===== src/rtl/rr_mux_arbiter.sv =====
// rr_mux_arbiter: registered N-way round-robin arbiter feeding a single output register.
// Optional macro LAST_LOCK_EN adds in_last/out_last and locks the grant for multi-beat packets.
module rr_mux_arbiter #(
   parameter int NUM_IN = 4,
   parameter int DATA_W = 8,
   localparam int SEL_W = $clog2(NUM_IN)
) (
   input  logic                     clk,
   input  logic                     rst_n,
   input  logic [NUM_IN-1:0]        in_valid,
   input  logic [NUM_IN*DATA_W-1:0] in_data,
   output logic [NUM_IN-1:0]        in_ready,
`ifdef LAST_LOCK_EN
   input  logic [NUM_IN-1:0]        in_last,
   output logic                     out_last,
`endif
   output logic                     out_valid,
   output logic [DATA_W-1:0]        out_data,
   output logic [SEL_W-1:0]         out_sel,
   input  logic                     out_ready
);

   localparam logic [SEL_W:0] NUM_IN_W = (SEL_W+1)'(NUM_IN);

   logic                out_valid_q, out_valid_d;
   logic [DATA_W-1:0]   out_data_q,  out_data_d;
   logic [SEL_W-1:0]    out_sel_q,   out_sel_d;
   logic [SEL_W-1:0]    ptr_q,       ptr_d;
   logic                load_en;
   logic [NUM_IN-1:0]   eligible;
   logic                found;
   logic [SEL_W-1:0]    grant;
   logic [SEL_W:0]      idx;
`ifdef LAST_LOCK_EN
   logic                lock_q, lock_d;
   logic                out_last_q, out_last_d;
`endif

   // Handshake: a word transfers on a rising edge where valid and ready are both high;
   // in_valid may drop without a transfer, and out_data/out_sel hold while out_valid && !out_ready.
   assign load_en = !out_valid_q || out_ready;

   // While locked, only the source that owns the open packet (still held in out_sel_q) competes.
   always_comb begin
      eligible = in_valid;
`ifdef LAST_LOCK_EN
      if (lock_q) eligible = in_valid & (NUM_IN'(1) << out_sel_q);
`endif
   end

   always_comb begin
      found = 1'b0;
      grant = '0;
      idx   = '0;
      for (int k = 0; k < NUM_IN; k++) begin
         idx = {1'b0, ptr_q} + (SEL_W+1)'(k);
         if (idx >= NUM_IN_W) idx = idx - NUM_IN_W;
         if (!found && eligible[idx[SEL_W-1:0]]) begin
            found = 1'b1;
            grant = idx[SEL_W-1:0];
         end
      end
   end

   always_comb begin
      in_ready = '0;
      if (rst_n && load_en && found) in_ready[grant] = 1'b1;
   end

   always_comb begin
      out_valid_d = out_valid_q;
      out_data_d  = out_data_q;
      out_sel_d   = out_sel_q;
      ptr_d       = ptr_q;
`ifdef LAST_LOCK_EN
      lock_d      = lock_q;
      out_last_d  = out_last_q;
`endif
      if (load_en) begin
         if (found) begin
            out_valid_d = 1'b1;
            out_data_d  = in_data[grant*DATA_W +: DATA_W];
            out_sel_d   = grant;
            ptr_d       = (grant == SEL_W'(NUM_IN-1)) ? '0 : grant + 1'b1;
`ifdef LAST_LOCK_EN
            lock_d      = !in_last[grant];
            out_last_d  = in_last[grant];
`endif
         end else begin
            out_valid_d = 1'b0;
         end
      end
   end

   always_ff @(posedge clk or negedge rst_n) begin
      if (!rst_n) begin
         out_valid_q <= 1'b0;
         out_data_q  <= '0;
         out_sel_q   <= '0;
         ptr_q       <= '0;
`ifdef LAST_LOCK_EN
         lock_q      <= 1'b0;
         out_last_q  <= 1'b0;
`endif
      end else begin
         out_valid_q <= out_valid_d;
         out_data_q  <= out_data_d;
         out_sel_q   <= out_sel_d;
         ptr_q       <= ptr_d;
`ifdef LAST_LOCK_EN
         lock_q      <= lock_d;
         out_last_q  <= out_last_d;
`endif
      end
   end

   assign out_valid = out_valid_q;
   assign out_data  = out_data_q;
   assign out_sel   = out_sel_q;
`ifdef LAST_LOCK_EN
   assign out_last  = out_last_q;
`endif

endmodule


===== config.mk =====
export PLATFORM = sky130hd
export DESIGN_NAME = rr_mux_arbiter
export DESIGN_NICKNAME = d
export VERILOG_FILES = /design/src/rtl/rr_mux_arbiter.sv
export SDC_FILE = /design/constraint.sdc
export NUM_CORES = 1
export LEC_CHECK = 0
export CAP_MARGIN = 15
export CORE_MARGIN = 3
export CORE_UTILIZATION = 45
export CTS_CLUSTER_SIZE = 24
export DETAILED_ROUTE_END_ITERATION = 8
export DONT_BUFFER_PORTS = 1
export PLACE_DENSITY = 0.7
export SKIP_LAST_GASP = 1
export SYNTH_ARGS = -nofsm -noshare
export SYNTH_HDL_FRONTEND = slang
export SYNTH_SLANG_ARGS = --single-unit

===== constraint.sdc =====
create_clock -name clk -period 1.95 [get_ports clk]
set_input_delay 0.0975 -clock clk [delete_from_list [all_inputs] [get_ports clk]]
set_output_delay 0.0975 -clock clk [all_outputs]
set_load 0.005 [all_outputs]

# Word level (Yosys, flattened, before mapping)
# Cells that the tools add are included.
[op_classes]
n_lt_le_gt_ge = 10
n_div = 0
n_mux = 25
add_sub_neg = 8
n_shift = 1
n_reduce_logical = 12
eq_ne = 1
mul = 0
bitwise_logic = 0
[ops]
columns = ["op", "n"]
rows = [
  ["$shiftx 32x6->8", 1],
  ["$mux 2", 9],
  ["$lt 2x3->1 const B", 5],
  ["$mux 1", 10],
  ["$ge 3x3->1 const B", 3],
  ["$bmux 1 s2", 4],
  ["$sub 2x1->2 const B", 4],
  ["$add 2x2->3 const B", 2],
  ["$logic_and 1x1->1", 6],
  ["$logic_not 1->1", 4],
  ["$mux 4", 1],
  ["$add 2x1->3 const B", 1],
  ["$ge 2x3->1 const B", 1],
  ["$add 2x1->2 const B", 1],
  ["$demux 1 s2", 1],
  ["$eq 2x2->1 const B", 1],
  ["$ge 2x1->1 const B", 1],
  ["$reduce_and 2->1", 1],
  ["$logic_or 1x1->1", 1],
]
[word_totals]
in_bits = 39
register_bits = 13
ram_bits = 0
output_inout_bits = 15
wordCells = 61
memories = 0
latch_bits = 0
mem_bits_ro = 0

# Depth between registers and ports, before layout
[logic_depth]
ltp_word = 19
depth_mapped = 7
mapped_depth_nobuf = 5

# Worst setup path after synthesis
# OpenSTA, ideal clock, no wires.
[synth_path]
path_type = "register -> register"
startpoint = "reg ptr_q[1]"
endpoint = "reg out_data_q[0], in the netlist out_data[0]"
synth_period_minus_slack_ns = 1.462
stages_incl_launch_ff = 7
path_buffers = 2
setup_ns = 0.144
arrival_time_ns = 1.318
setup_slack_ns = 0.488
required_ns = 1.806
path_cell_list = "dfrtp_1 -> a21oi_1 -> o32a_1 -> buf_6 -> buf_12 -> mux2i_1 -> o221ai_1"
[synth_between]
elab_chain_len = 15
word_cells_on_any_way = 39
classes_between = "7 x add/sub; 4 x order compare; 1 x shift; 20 x mux; 7 x reduce/logical"
[synth_rtl]
columns = ["item", "line", "rtl"]
rows = [
  ["from (decl)", "28", "logic [SEL_W-1:0] ptr_q, ptr_d;"],
  ["from (signal assigned)", "109", "ptr_q <= ptr_d;"],
  ["parallel branches: the longest is 15 deep, another holds $add 2x1->3", "--", ""],
  ["to (signal assigned)", "107", "out_data_q <= out_data_d;"],
  ["to (decl)", "26", "logic [DATA_W-1:0] out_data_q, out_data_d;"],
]
# Parallel ways; which one is timed is not known. The select of a mux whose other input is x is not followed.
# A chain may end at the register's enable or synchronous reset.

# Final worst setup path
[layout_path]
startpoint = "reg ptr_q[1]"
endpoint = "out in_ready[1]"
[layout_between]
elab_chain_len = 19
word_cells_on_any_way = 44
classes_between = "7 x add/sub; 6 x order compare; 23 x mux; 8 x reduce/logical"
[layout_rtl]
columns = ["item", "line", "rtl"]
rows = [
  ["parallel branches: the longest is 18 deep, another holds $add 2x1->3", "--", ""],
  ["$mux 4 *", "67", "if (rst_n && load_en && found) in_ready[grant] = 1'b1;"],
  ["to (decl)", "12", "output logic [NUM_IN-1:0] in_ready,"],
]
# Mark *: on every way between the ends. The select of a mux whose other input is x is not followed.

==> impl_metrics.tcl <==
set metrics [dict create \
    worst_setup_path_end_kind "output pin" \
    area_growth_pct 6.88 \
    synth_compound_area_share_pct 17.2 \
    power.total_mw 1.05 \
    synth_cell_type_count 24 \
    pin_count 54 \
    cts_tree "built" \
    routed_wl_mm 1.86 \
    synthTopCellsByCount "nand2_1 (17), mux2i_1 (16), dfrtp_1 (13)" \
    synth_top_area_share_pct 38.9 \
    wl_per_cell_um 16.4 \
    tightest_slew_ns 0.572 \
    core-area_um2 1630 \
    vias_per_cell 5.98 \
    grt_max_degree 15 \
    maxCapViolCount 0 \
    yosysMostFrequentCell "nand2_1" \
    power_per_cell_area_nw_per_um2 1170 \
    cts_buffer_depth 2 \
    leakage_nw 0.394 \
    swShare_pct 37.2 \
    synth_cells 84 \
    grt_pass1_wl_mm 3.02 \
    antenna_found_initial 0 \
    io_buffers 0 \
    clkPwrFrac_pct 15.3 \
    worstPathArrival_ns 1.70 \
    rsz0062_at_grt "no" \
    whs_ns 0.00802 \
    syn_area_per_cell_um2 9.96 \
    post-route-min-period_ns 1.79 \
    finalClockSkew_ns 0.00449 \
    place_inst 106 \
    row_count 14 \
    seq_area_frac_synth_pct 38.9 \
    worstPathRequired_ns 1.85 \
    num_vias 676 \
    clkTransAtPathRegs_ns 0.08 \
    yosys.area.top_type "dfrtp_1" \
    cts-root-buf "clkbuf_4" \
    finalHoldViolCount 0 \
    p_sw_mw 0.390 \
    htreeDepth 1 \
    drc 0 \
    internal_power_mw 0.657 \
    busiest_layer "met2" \
    met2_usage_pct 23.2 \
    drive_gt1_share_pct 8.99 \
    layout.nets 129 \
    synthAdderAreaFrac_pct 0 \
    die_area_um2 2410 \
    crit_chain "a21oi_1 > o32a_1 > buf_4 > nor3b_1" \
    critPathSlowestCell "dfrtp_1" \
    grt_use_met1_pct 20.4 \
    cpPeakStageDelay_ns 0.45 \
    irDropWorstVdd_mv 0.594 \
    async_flop_share_pct 100 \
    drt-pass1-iter-count 4 \
    synth-edff-count 0 \
    synth_xor_area_share_pct 1.05 \
    status "finished clean" \
    timing.fmax_mhz 558 \
    clk_latency_ns 0.27 \
    fin_crit_sh_pct 92.0 \
    clkSinkCount 13 \
    syn_nets 123 \
    slew_headroom_pct 61.7 \
    initial_utilization_pct 51.4 \
    gp_congestion 0.764 \
    synth_top_family_by_area "multiplexers" \
    place_hpwl_mm 1.39 \
    synth-simple-area-share_pct 17.2 \
    setup_viol 0 \
    die_h_um 49.1 \
    grt_use_total_pct 16.0 \
    cp_max_fo 14 \
    combPwrFrac_pct 39.4 \
    numCtsBuffers 3 \
    critPathKind "register to output pin" \
    antennaDiodeCount 0 \
    grt_pass1_vias 632 \
    ys_seq_elements 13 \
    seq_power_share_pct 45.4 \
    report.final.slew_viol_count 0 \
    holdCritPathClass "input port to register" \
    overflow 0 \
    ys_warn_count 0 \
    setup_tns_ns 0 \
    synth-main-ff-cell "dfrtp_1" \
    synthMuxAreaShare_pct 19.1 \
    synth.cell_area_um2 837 \
    die_x_um 49.1 \
    ant_nets 0 \
    cp-start-kind "register" \
    gr-usage-met3_pct 6.73 \
    finalNonFillerCells 113 \
    drtIter0Drc 9 \
    ys_top_cells_by_area "dfrtp_1 (39%), mux2i_1 (19%), o221ai_1 (8.4%), nand2_1 (7.6%), nor2b_1 (3.0%)" \
]
-- worst paths after layout --
kind / start / to / depth (start not counted) / slack (ns)
worst min-delay path: out_ready / out_valid / 3 / 0.008
min in group asynchronous: rst_n / out_data[6] / 1 / 0.26
worst max-delay path: ptr_q[1] / in_ready[1] / 4 / 0.16
max in group asynchronous: rst_n / out_data[0] / 1 / 1.31
worst max register to register: ptr_q[0] / out_data[0] / 5 / 0.32
worst min register to register: out_sel[0] / out_sel[0] / 2 / 0.51
-- routing by layer --
metal	wire length, µm	share of wire [%]	vias to the layer above
met4	8	0.43	0
li1	-	-	322
met3	241	13	2
met1	761	41	308
met5	0	0	-
met2	845	46	44
-- what timing repair did --
action	4_1_cts	5_1_grt
endpoints found under the hold margin	14	0
hold buffers	3	0
buffers inserted	0	0
gates resized for setup	0	0
-- layout make-up --
class | count | area, µm²
Inverter | 1 | 3.75
Tap cell | 24 | 30.0
Fill cell | 157 | 734
Timing Repair Buffer | 6 | 52.6
Sequential cell | 13 | 325
Multi-Input combinational cell | 65 | 457
Clock buffer | 4 | 26.3
-- kinds of logic (layout without fill, tap and decap cells) --
| group | count (synthesis) | count (layout) |
|---|---|---|
| flops | 13 | 13 |
| buf+inv | 6 | 11 |
| simple gates | 30 | 30 |
| mux | 16 | 16 |
| compound gates | 18 | 18 |
| xor+xnor | 1 | 1 |
-- stage by stage --
stage	setup slack (ns)	cell area (µm²)	utilization [%]
after floorplan	0.488	837	-
after global placement	0.433	838	51.5
after detailed placement	0.351	838	51.5
after CTS	0.153	895	54.9
after global routing	0.0643	895	54.9
final	0.156	895	54.9
-- critical path, delay by kind of cell, from the launching register on --
kind | cells | cell delay [ns]
AND/OR/NAND/NOR | 1 | 0.32
AO/OA/AOI/OAI | 2 | 0.45
flip-flops | 1 | 0.45
buffers and inverters | 1 | 0.21
-- layout by cell type, fill, tap and decap left out --
master and instances:
nor3_1 1, a21oi_1 3, dlygate4sd3_1 3, nor2_1 2, o21a_1 1, buf_4 3
o221a_2 1, nor2b_1 4, o32a_1 1, o221ai_1 8, a21o_1 1, nor4_1 1
o211ai_2 1, dfrtp_1 13, o21ai_1 2, clkbuf_4 3, inv_1 1, nor3b_1 2
mux2i_1 16, xnor2_1 1, clkbuf_1 1, and4_1 1, nand2_1 17, nand2b_1 2
-- sequential cells by signal, summed over array words and instances, names as in the netlist --
| register | count |
|---|---|
| out_valid | 1 |
| ptr_q | 2 |
| out_sel | 2 |
| out_data | 8 |
-- power groups by stage --
stage | clock [mW] | sequential (mW) | combinational (mW)
3_3_place_gp | 0 | 0.478 | 0.393
2_1_floorplan | 0 | 0.453 | 0.397
3_5_place_dp | 0 | 0.479 | 0.406
6_report | 0.160 | 0.475 | 0.412
4_1_cts | 0.168 | 0.476 | 0.417
5_1_grt | 0.188 | 0.491 | 0.459
Power figures use the tool's default switching activity.
